<file path="src/rtl/i2c_arb_pkg.sv">
// Shared types and field widths for the I2C master arbiter.
// Imported by the arbiter, its interface and the bench.
package i2c_arb_pkg;

  typedef enum logic [2:0] {
    IDLE,
    GRANT,
    WAIT_RDY,
    BUSY,
    RELEASE
  } state_t;

  localparam int NB_W   = 6;
  localparam int DA_W   = 7;
  localparam int BYTE_W = 8;

  localparam logic MODE_WRITE = 1'b0;
  localparam logic MODE_READ  = 1'b1;

endpackage

</file>
<file path="src/rtl/i2c_master_arbiter_if.sv">
// Requester and master-engine signals of the I2C arbiter.
// The master modport is the arbiter side; slave is the environment.
interface i2c_master_arbiter_if #(
  parameter int N_REQ = 2
);
  import i2c_arb_pkg::*;

  logic [N_REQ-1:0]        req_go;
  logic [N_REQ-1:0]        req_rw;
  logic [NB_W*N_REQ-1:0]   req_nbytes;
  logic [DA_W*N_REQ-1:0]   req_dev_add;
  logic [BYTE_W*N_REQ-1:0] req_reg;
  logic [BYTE_W*N_REQ-1:0] req_wdata;
  logic [N_REQ-1:0]        req_grant;
  logic [N_REQ-1:0]        req_ack;
  logic [N_REQ-1:0]        req_done;
  logic [N_REQ-1:0]        req_err;
  logic [BYTE_W-1:0]       rd_data;

  logic                    m_go;
  logic                    m_rw;
  logic [NB_W-1:0]         m_nbytes;
  logic [DA_W-1:0]         m_dev_add;
  logic [BYTE_W-1:0]       m_reg;
  logic [BYTE_W-1:0]       m_wdata;
  logic                    m_stop;
  logic                    m_ready;
  logic                    m_done;
  logic                    m_ack;
  logic [BYTE_W-1:0]       m_rdata;

  modport master (
    input  req_go, req_rw, req_nbytes,
    input  req_dev_add, req_reg, req_wdata,
    input  m_ready, m_done, m_ack, m_rdata,
    output req_grant, req_ack, req_done,
    output req_err, rd_data,
    output m_go, m_rw, m_nbytes, m_dev_add,
    output m_reg, m_wdata, m_stop
  );

  modport slave (
    output req_go, req_rw, req_nbytes,
    output req_dev_add, req_reg, req_wdata,
    output m_ready, m_done, m_ack, m_rdata,
    input  req_grant, req_ack, req_done,
    input  req_err, rd_data,
    input  m_go, m_rw, m_nbytes, m_dev_add,
    input  m_reg, m_wdata, m_stop
  );

endinterface

</file>
<file path="src/rtl/rr_arbiter.sv">
// Combinational round-robin pick: one-hot winner, first
// requester at or after ptr, searching cyclically.
module rr_arbiter #(
  parameter int N_REQ = 2,
  parameter int PW    = $clog2(N_REQ)
) (
  input  logic [N_REQ-1:0] req,
  input  logic [PW-1:0]    ptr,
  output logic [N_REQ-1:0] gnt
);

  logic [2*N_REQ-1:0] rot;
  logic [2*N_REQ-1:0] gdbl;
  logic [N_REQ-1:0]   first;
  logic               found;

  // Rotate so ptr sits at bit 0, pick lowest, rotate back.
  always_comb begin
    rot   = {req, req} >> ptr;
    first = '0;
    found = 1'b0;
    for (int j = 0; j < N_REQ; j++) begin
      if (!found && rot[j]) begin
        first[j] = 1'b1;
        found    = 1'b1;
      end
    end
    gdbl = {{N_REQ{1'b0}}, first} << ptr;
    gnt  = gdbl[N_REQ-1:0] | gdbl[2*N_REQ-1:N_REQ];
  end

endmodule

</file>
<file path="src/rtl/i2c_master_arbiter.sv">
// Round-robin, per-transaction sharing of one I2C master
// engine between N_REQ controllers, with a hang watchdog.
module i2c_master_arbiter
  import i2c_arb_pkg::*;
#(
  parameter int N_REQ       = 2,
  parameter int TIMEOUT_CYC = 65535,
  parameter int TW          = 16
) (
  input logic                  clk,
  input logic                  reset,
  i2c_master_arbiter_if.master bus
);

  localparam int PW = $clog2(N_REQ);

  state_t           state, state_nx;
  logic [N_REQ-1:0] grant, grant_nx, pick;
  logic [PW-1:0]    own, own_nx, pick_idx;
  logic [PW-1:0]    ptr, ptr_nx;
  logic [TW-1:0]    wd, wd_nx;
  logic             go_q, stop_q, done_q, err_q;
  logic             go_nx, stop_nx, done_nx, err_nx;
  logic             busy;

  rr_arbiter #(
    .N_REQ(N_REQ),
    .PW   (PW)
  ) u_rr (
    .req(bus.req_go),
    .ptr(ptr),
    .gnt(pick)
  );

  always_comb begin
    pick_idx = '0;
    for (int i = 0; i < N_REQ; i++)
      if (pick[i]) pick_idx = PW'(i);
  end

  always_ff @(posedge clk or negedge reset) begin
    if (!reset) begin
      state  <= IDLE;
      grant  <= '0;
      own    <= '0;
      ptr    <= '0;
      wd     <= '0;
      go_q   <= 1'b0;
      stop_q <= 1'b0;
      done_q <= 1'b0;
      err_q  <= 1'b0;
    end else begin
      state  <= state_nx;
      grant  <= grant_nx;
      own    <= own_nx;
      ptr    <= ptr_nx;
      wd     <= wd_nx;
      go_q   <= go_nx;
      stop_q <= stop_nx;
      done_q <= done_nx;
      err_q  <= err_nx;
    end
  end

  always_comb begin
    state_nx = state;
    grant_nx = grant;
    own_nx   = own;
    ptr_nx   = ptr;
    wd_nx    = wd;
    go_nx    = 1'b0;
    stop_nx  = 1'b0;
    done_nx  = 1'b0;
    err_nx   = 1'b0;
    unique case (state)
      IDLE: begin
        if (|bus.req_go) state_nx = GRANT;
      end
      GRANT: begin
        if (|pick) begin
          grant_nx = pick;
          own_nx   = pick_idx;
          state_nx = WAIT_RDY;
        end else begin
          state_nx = IDLE;
        end
      end
      WAIT_RDY: begin
        if (!(|(bus.req_go & grant))) begin
          grant_nx = '0;
          state_nx = IDLE;
        end else if (bus.m_ready) begin
          go_nx    = 1'b1;
          wd_nx    = '0;
          state_nx = BUSY;
        end
      end
      BUSY: begin
        wd_nx = bus.m_ack ? '0 : wd + TW'(1);
        // Completion takes priority over a coincident expiry.
        if (bus.m_done) begin
          done_nx  = 1'b1;
          state_nx = RELEASE;
        end else if (wd == TW'(TIMEOUT_CYC)) begin
          stop_nx  = 1'b1;
          done_nx  = 1'b1;
          err_nx   = 1'b1;
          state_nx = RELEASE;
        end
      end
      RELEASE: begin
        ptr_nx   = (own == PW'(N_REQ - 1)) ? '0 : own + PW'(1);
        grant_nx = '0;
        state_nx = IDLE;
      end
      default: state_nx = IDLE;
    endcase
  end

  assign busy          = (state == BUSY);
  assign bus.req_grant = grant;
  assign bus.req_ack   = grant & {N_REQ{bus.m_ack & busy}};
  assign bus.req_done  = grant & {N_REQ{done_q}};
  assign bus.req_err   = grant & {N_REQ{err_q}};
  assign bus.rd_data   = bus.m_rdata;
  assign bus.m_go      = go_q;
  assign bus.m_stop    = stop_q;

  always_comb begin
    bus.m_rw      = MODE_WRITE;
    bus.m_nbytes  = '0;
    bus.m_dev_add = '0;
    bus.m_reg     = '0;
    bus.m_wdata   = '0;
    for (int i = 0; i < N_REQ; i++) begin
      if (grant[i]) begin
        bus.m_rw      = bus.req_rw[i];
        bus.m_nbytes  = bus.req_nbytes[i*NB_W +: NB_W];
        bus.m_dev_add = bus.req_dev_add[i*DA_W +: DA_W];
        bus.m_reg     = bus.req_reg[i*BYTE_W +: BYTE_W];
        bus.m_wdata   = bus.req_wdata[i*BYTE_W +: BYTE_W];
      end
    end
  end

endmodule

</file>
<file path="src/flat_wrapper.sv">
// flat-port wrapper written by rule: the top's interface ports become plain ports
module i2c_master_arbiter_flat import i2c_arb_pkg::*;
#(
  parameter int N_REQ       = 2,
  parameter int TIMEOUT_CYC = 65535,
  parameter int TW          = 16
)
  (clk, reset, bus_req_go, bus_req_rw, bus_req_nbytes, bus_req_dev_add, bus_req_reg, bus_req_wdata, bus_m_ready, bus_m_done, bus_m_ack, bus_m_rdata, bus_req_grant, bus_req_ack, bus_req_done, bus_req_err, bus_rd_data, bus_m_go, bus_m_rw, bus_m_nbytes, bus_m_dev_add, bus_m_reg, bus_m_wdata, bus_m_stop);
  i2c_master_arbiter_if #(.N_REQ(N_REQ)) bus_i ();
  input logic clk;
  input logic reset;
  input wire logic [$bits(bus_i.req_go)-1:0] bus_req_go;
  input wire logic [$bits(bus_i.req_rw)-1:0] bus_req_rw;
  input wire logic [$bits(bus_i.req_nbytes)-1:0] bus_req_nbytes;
  input wire logic [$bits(bus_i.req_dev_add)-1:0] bus_req_dev_add;
  input wire logic [$bits(bus_i.req_reg)-1:0] bus_req_reg;
  input wire logic [$bits(bus_i.req_wdata)-1:0] bus_req_wdata;
  input wire logic [$bits(bus_i.m_ready)-1:0] bus_m_ready;
  input wire logic [$bits(bus_i.m_done)-1:0] bus_m_done;
  input wire logic [$bits(bus_i.m_ack)-1:0] bus_m_ack;
  input wire logic [$bits(bus_i.m_rdata)-1:0] bus_m_rdata;
  output wire logic [$bits(bus_i.req_grant)-1:0] bus_req_grant;
  output wire logic [$bits(bus_i.req_ack)-1:0] bus_req_ack;
  output wire logic [$bits(bus_i.req_done)-1:0] bus_req_done;
  output wire logic [$bits(bus_i.req_err)-1:0] bus_req_err;
  output wire logic [$bits(bus_i.rd_data)-1:0] bus_rd_data;
  output wire logic [$bits(bus_i.m_go)-1:0] bus_m_go;
  output wire logic [$bits(bus_i.m_rw)-1:0] bus_m_rw;
  output wire logic [$bits(bus_i.m_nbytes)-1:0] bus_m_nbytes;
  output wire logic [$bits(bus_i.m_dev_add)-1:0] bus_m_dev_add;
  output wire logic [$bits(bus_i.m_reg)-1:0] bus_m_reg;
  output wire logic [$bits(bus_i.m_wdata)-1:0] bus_m_wdata;
  output wire logic [$bits(bus_i.m_stop)-1:0] bus_m_stop;
  assign bus_i.req_go = bus_req_go;
  assign bus_i.req_rw = bus_req_rw;
  assign bus_i.req_nbytes = bus_req_nbytes;
  assign bus_i.req_dev_add = bus_req_dev_add;
  assign bus_i.req_reg = bus_req_reg;
  assign bus_i.req_wdata = bus_req_wdata;
  assign bus_i.m_ready = bus_m_ready;
  assign bus_i.m_done = bus_m_done;
  assign bus_i.m_ack = bus_m_ack;
  assign bus_i.m_rdata = bus_m_rdata;
  assign bus_req_grant = bus_i.req_grant;
  assign bus_req_ack = bus_i.req_ack;
  assign bus_req_done = bus_i.req_done;
  assign bus_req_err = bus_i.req_err;
  assign bus_rd_data = bus_i.rd_data;
  assign bus_m_go = bus_i.m_go;
  assign bus_m_rw = bus_i.m_rw;
  assign bus_m_nbytes = bus_i.m_nbytes;
  assign bus_m_dev_add = bus_i.m_dev_add;
  assign bus_m_reg = bus_i.m_reg;
  assign bus_m_wdata = bus_i.m_wdata;
  assign bus_m_stop = bus_i.m_stop;
  i2c_master_arbiter #(.N_REQ(N_REQ), .TIMEOUT_CYC(TIMEOUT_CYC), .TW(TW)) u_core (.clk(clk), .reset(reset), .bus(bus_i));
endmodule
</file>
<file path="config.mk">
export PLATFORM = sky130hd
export DESIGN_NAME = i2c_master_arbiter_flat
export DESIGN_NICKNAME = d
export VERILOG_FILES = /design/src/rtl/i2c_arb_pkg.sv /design/src/rtl/i2c_master_arbiter_if.sv /design/src/rtl/rr_arbiter.sv /design/src/rtl/i2c_master_arbiter.sv /design/src/flat_wrapper.sv
export SDC_FILE = /design/constraint.sdc
export NUM_CORES = 1
export LEC_CHECK = 0
export CELL_PAD_IN_SITES_DETAIL_PLACEMENT = 1
export CELL_PAD_IN_SITES_GLOBAL_PLACEMENT = 1
export CORE_MARGIN = 10
export CORE_UTILIZATION = 22
export DETAILED_ROUTE_END_ITERATION = 7
export GPL_TIMING_DRIVEN = 0
export PLACE_DENSITY_LB_ADDON = 0.05
export RECOVER_POWER = 50
export SLEW_MARGIN = 5
export SYNTH_ARGS = -nofsm -noshare
export SYNTH_HDL_FRONTEND = slang
export SYNTH_HIERARCHICAL = 1
export SYNTH_SLANG_ARGS = --single-unit
</file>
<file path="constraint.sdc">
create_clock -name clk -period 1.75 [get_ports clk]
set_clock_uncertainty 0.2 [all_clocks]
set_input_delay 0.175 -clock clk [delete_from_list [all_inputs] [get_ports clk]]
set_output_delay 0.175 -clock clk [all_outputs]
set_load 0.005 [all_outputs]
</file>
**Yosys cells after proc, flatten, opt, wreduce, memory -nomap -nowiden**

Index checks and enable logic that the tools add are counted.

- Flip-flop bits (word level): 26
- Latch bits: 0
- Bits in writable memories: 0
- Bits in read-only memories: 0
- Bits of input ports: 75
- Output and inout bits: 48
- Logic and storage cells: 78
- Memories: 0

- Add/subtract/negate cells: 2
- $mul: 0
- Divide/modulo/power cells: 0
- Order comparisons: 0
- Eq/ne operators: 12
- Shift-type cells: 2
- Multiplexer cells: 36
- Bitwise gates (word level): 6
- Reductions and logical operators: 12

Operators with widths:

| kind | count |
|---|---|
| 2-to-1 mux 16 bit | 3 |
| 2-to-1 mux 8 bit | 4 |
| case mux 16 bit (2 select lines) | 1 |
| adder 16 x 1 -> 16 bit (second input constant) | 1 |
| equality test 16 bit (second input constant) | 1 |
| 2-to-1 mux 3 bit | 5 |
| 2-to-1 mux 1 bit | 14 |
| 2-to-1 mux 7 bit | 2 |
| 2-to-1 mux 6 bit | 2 |
| case mux 3 bit (4 select lines) | 1 |
| AND reduction 3 bit | 3 |
| bitwise AND 2 bit | 4 |
| equality test 3 x 2 -> 1 bit (second input constant) | 2 |
| 2-to-1 mux 2 bit | 3 |
| inequality test 2 x 1 -> 1 bit (second input constant) | 3 |
| inequality test 3 bit (second input constant) | 2 |
| case mux 2 bit (3 select lines) | 1 |
| OR reduction 2 bit | 3 |
| inequality test 2 bit (second input constant) | 2 |
| left shift 2 x 1 -> 4 bit | 1 |
| right shift 4 x 1 -> 2 bit | 1 |
| equality test 3 x 1 -> 1 bit (second input constant) | 1 |
| equality test 3 bit (second input constant) | 1 |
| logical NOT 3 bit | 1 |
| other kinds (8) | 8 |

**Depth between registers and ports, before layout**

- Depth after elaboration: 10
- Depth in mapped cells: 7
- Mapped depth without buffers: 5

**Modules after synthesis**

The synthesis kept the hierarchy.

Modules (own cells, without submodules):

| module | times used | cells each | area each (um^2) | seq. area each (um^2) |
|---|---|---|---|---|
| i2c_master_arbiter | 1 | 194 | 1801.7 | 650.6 |
| rr_arbiter | 1 | 3 | 18.8 | 0.0 |

**Worst setup path after synthesis**

No wires, ideal clock.

- Kind: flip-flop to flip-flop
- Start point: register u_core.wd[0]
- End point: register u_core.wd[10]
- Setup time: 82 ps
- Arrival time: 1501 ps
- Data required time: 1468 ps
- Setup slack: -32 ps
- Stages on the path, launching flop included: 7
- Path buffers: 1
- Period minus slack after synthesis: 1782 ps
- Cell sequence: dfrtp_1 > ha_1 > and4_2 > and2_1 > buf_6 > a31o_2 > a31oi_1

- Word-level cells in the longest chain between the ends: 3

RTL lines:

| item | line | text |
|---|---|---|
| start: declaration | i2c_master_arbiter.sv:21 | `logic [TW-1:0] wd, wd_nx;` |
| start signal: assignment | i2c_master_arbiter.sv:57 | `wd <= wd_nx;` |
| adder 16 x 1 -> 16 bit | i2c_master_arbiter.sv:99 | `wd_nx = bus.m_ack ? '0 : wd + TW'(1);` |
| 2-to-1 mux 16 bit | i2c_master_arbiter.sv:99 |  |
| case mux 16 bit (2 select lines) | i2c_master_arbiter.sv:75 | `unique case (state)` |

Every way passes these cells.
A chain may end at the register's enable or synchronous reset.

**Worst setup path after layout**

- Start point: register u_core.grant[1], in the netlist u_core/bus.req_grant[1]
- End point: output bus_m_nbytes[0]

- Word-level cells in the longest chain between the ends: 1

RTL lines:

| item | line | text |
|---|---|---|
| start: declaration | i2c_master_arbiter.sv:18 | `logic [N_REQ-1:0] grant, grant_nx, pick;` |
| start signal: assignment | i2c_master_arbiter.sv:54 | `grant <= grant_nx;` |
| 2-to-1 mux 6 bit | i2c_master_arbiter.sv:136 | `if (grant[i]) begin` |
| end: declaration | flat_wrapper.sv:29 | `output wire logic [$bits(bus_i.m_nbytes)-1:0] bus_m_nbytes;` |

Every way passes these cells.

==> results.sh <==
export IMPL_status="finished, violations left"
export IMPL_failed_checks="setup timing"
export IMPL_ys_flop_type="dfrtp_1"
export IMPL_htree_levels=1
export IMPL_wl_per_cell_um=20.5
export IMPL_synth_nets=273
export IMPL_rsz0062_at_grt="yes"
export IMPL_ir_worst_vdd_uv=316
export IMPL_drive_above_1_share_pct=36.8
export IMPL_ff2ff_setup_slack_ps=-30
export IMPL_grt_pass1_vias=2191
export IMPL_drtAntennaViolNets=0
export IMPL_io_pins=123
export IMPL_yosysTopAreaCell="dfrtp_1"
export IMPL_synth_common_cells="29 x a22o_1, 26 x dfrtp_1, 16 x o21ai_0"
export IMPL_clk_latency_ps=270
export IMPL_holdCritPathClass="reg -> reg"
export IMPL_drt_iter0_drc=52
export IMPL_synth_top_family_by_area="compound AO/OA/AOI/OAI gates"
export IMPL_fin_tns_setup_ps=-3100
export IMPL_grt_util_all_layers_pct=13.8
export IMPL_synth_simple_gate_area_share_pct=18.6
export IMPL_gp_congestion=0.732
export IMPL_nFillCells=979
export IMPL_yosys_warnings=6
export IMPL_power_mw=3.80
export IMPL_portBuffers=114
export IMPL_die_h_um=111
export IMPL_maxSlewViolCount=0
export IMPL_period_share_pct=109
export IMPL_synth_distinct_cells=49
export IMPL_fmaxAchievable_mhz=522
export IMPL_cts_root_buf="clkbuf_8"
export IMPL_ys_ff_latch=26
export IMPL_post_route_drc_count=0
export IMPL_setup_viol=36
export IMPL_synthAdderAreaFrac_pct=0.687
export IMPL_synth_area_top_cells="dfrtp_1 36%, a22o_1 14%, o21ai_0 4.4%"
export IMPL_relSlewSlack_pct=51.1
export IMPL_grt_ovfl_total=0
export IMPL_insertedDiodeCount=0
export IMPL_async_flop_share_pct=100
export IMPL_period_needed_ps=1910
export IMPL_end_kind="output pin"
export IMPL_syn_avg_cell_area_um2=9.24
export IMPL_final_util_pct=43.9
export IMPL_grt_start_max_net_pins=27
export IMPL_grt_pass1_wl_um=13800
export IMPL_drt_pass1_iter_count=4
export IMPL_dp_cells=416
export IMPL_worst_pin_slew_ps=733
export IMPL_finalHoldViolCount=0
export IMPL_synth_edf_count=0
export IMPL_synthCells=197
export IMPL_synth_most_common_cell="a22o_1"
export IMPL_clk_pin_slew_ps=100
export IMPL_setup_slack_ps=-164
export IMPL_syn_to_final_growth_pct=96.2
export IMPL_antenna_found_initial=0
export IMPL_start_kind="flip-flop"
export IMPL_rows=33
export IMPL_hpwl_um=6920
export IMPL_tritoncts="done"
export IMPL_synth_compound_area_share_pct=34.5
export IMPL_place_area_um2=3100
export IMPL_maxCapViolCount=0
export IMPL_muxShareOfSynthArea_pct=0
export IMPL_cellPowerDensity_nw_per_um2=1060
export IMPL_core_um2=8130
export IMPL_worstPathRequired_ps=1370
export IMPL_ys_seq_area_share_pct=35.7
export IMPL_nets=431
export IMPL_critPathMaxFanout=5
export IMPL_finalNonFillerCells=458
export IMPL_die_w_um=111
export IMPL_drt_wl_total_um=9380
export IMPL_crit_arrival_ps=1540
export IMPL_netlist_area_um2=1820
export IMPL_stdcell_area_um2=3570
export IMPL_clock_path_buffers=2
export IMPL_cts_num_sinks=26
export IMPL_numCtsBuffers=3
export IMPL_initial_core_util_pct=22.4
export IMPL_power_leakage_nw=1.68
export IMPL_die_area_um2=12300
export IMPL_critical_path_class="reg -> out"
export IMPL_routed_via_density=4.72
export IMPL_via_count=2160
export IMPL_synth_top_area_share_pct=35.7
export IMPL_yosys_area_share_xor_xnor_pct=0.481
==> cell families after synthesis <==
kind of cell	Yosys count
XOR/XNOR	1
AND/OR/NAND/NOR	55
AO/OA/AOI/OAI	85
adder cells (fa/ha/maj)	1
buffers and inverters	29
flip-flops	26
==> flip-flops by register name, summed over array words and instances (netlist names) <==
name	cells
u_core/own	1
u_core/wd	16
u_core/err_q	1
u_core/done_q	1
u_core/bus.m_go	1
u_core/ptr	1
u_core/bus.req_grant	2
u_core/state	3
==> power by group <==
part	internal [mW]	switching, mW	leakage (nW)
logic	1.55	1.10	1.31
clock network	0.155	0.195	0.0216
registers	0.698	0.102	0.349
total	2.40	1.40	1.68
==> repair_timing <==
item                                    in CTS  in global routing
endpoints found under the setup margin      57                 55
hold buffers                                 0                  1
cloned                                       3                  2
hold endpoints to repair                     0                 26
resized for setup                          188                 42
pin swaps                                    8                 21
buffers inserted                            16                 25
==> per-stage QoR <==
step / hold WS [ps] / setup WS, ps
finish: 269 / -164
global route: 290 / -272
CTS: 276 / -182
detailed placement: 267 / -512
global placement: 250 / -490
floorplan: -321 / 8.42
==> worst paths after layout <==
path / from / to / cells past startpoint
worst min-delay path: u_core/own / u_core/ptr / 1
worst max-delay path: u_core/bus.req_grant[1] / bus_m_nbytes[0] / 7
max in group asynchronous: reset / u_core/wd[8] / 2
min in group asynchronous: reset / u_core/state[1] / 2
worst min register to register: u_core/own / u_core/ptr / 1
worst max register to register: u_core/bus.req_grant[0] / u_core/wd[15] / 7
==> final cells by class <==
cell class	instances	area, um^2	share of cell area [%]
buffer	20	220	6.17
clock buffer	3	41.3	1.16
inverter	4	15.0	0.420
multi-input combinational	143	1130	31.6
sequential	26	654	18.3
tap	105	131	3.68
timing repair buffer	157	1380	38.7
==> critical path: stages (launching register included) <==
cell,delay (ps)
dfrtp_1,400
buf_6,120
nor2b_1,110
buf_4,170
buf_8,120
buf_6,100
a22o_1,110
buf_2,120
==> cell usage in the layout, fill, tap and decap left out, drive strengths merged, types with 2 or more instances in the layout <==
cell	Yosys	routed
buf	21	93
clkdlybuf4s50	0	68
a22o	29	29
dfrtp	26	26
o21ai	17	17
nand2	14	14
dlygate4sd3	0	9
a21oi	8	8
and2	8	8
and3	8	8
a31oi	7	7
clkbuf	4	7
a21o	5	5
nor2	5	5
inv	4	4
nor3	3	3
nand4	3	3
a41oi	3	3
a31o	3	3
nand3	3	3
o31a	1	2
clkdlybuf4s15	0	2
o21a	2	2
a21boi	2	2
nor3b	2	2
and4	2	2
nand3b	2	2
nand2b	2	2
o31ai	2	2
==> layer usage <==
metal  GRT usage, %  part of all wire (%)
met3           2.76                   3.1
met1           14.7                    40
met5              0                     0
met4           1.56                  0.19
met2           27.5                    57
No activity file was read; power rests on OpenSTA's default activity.
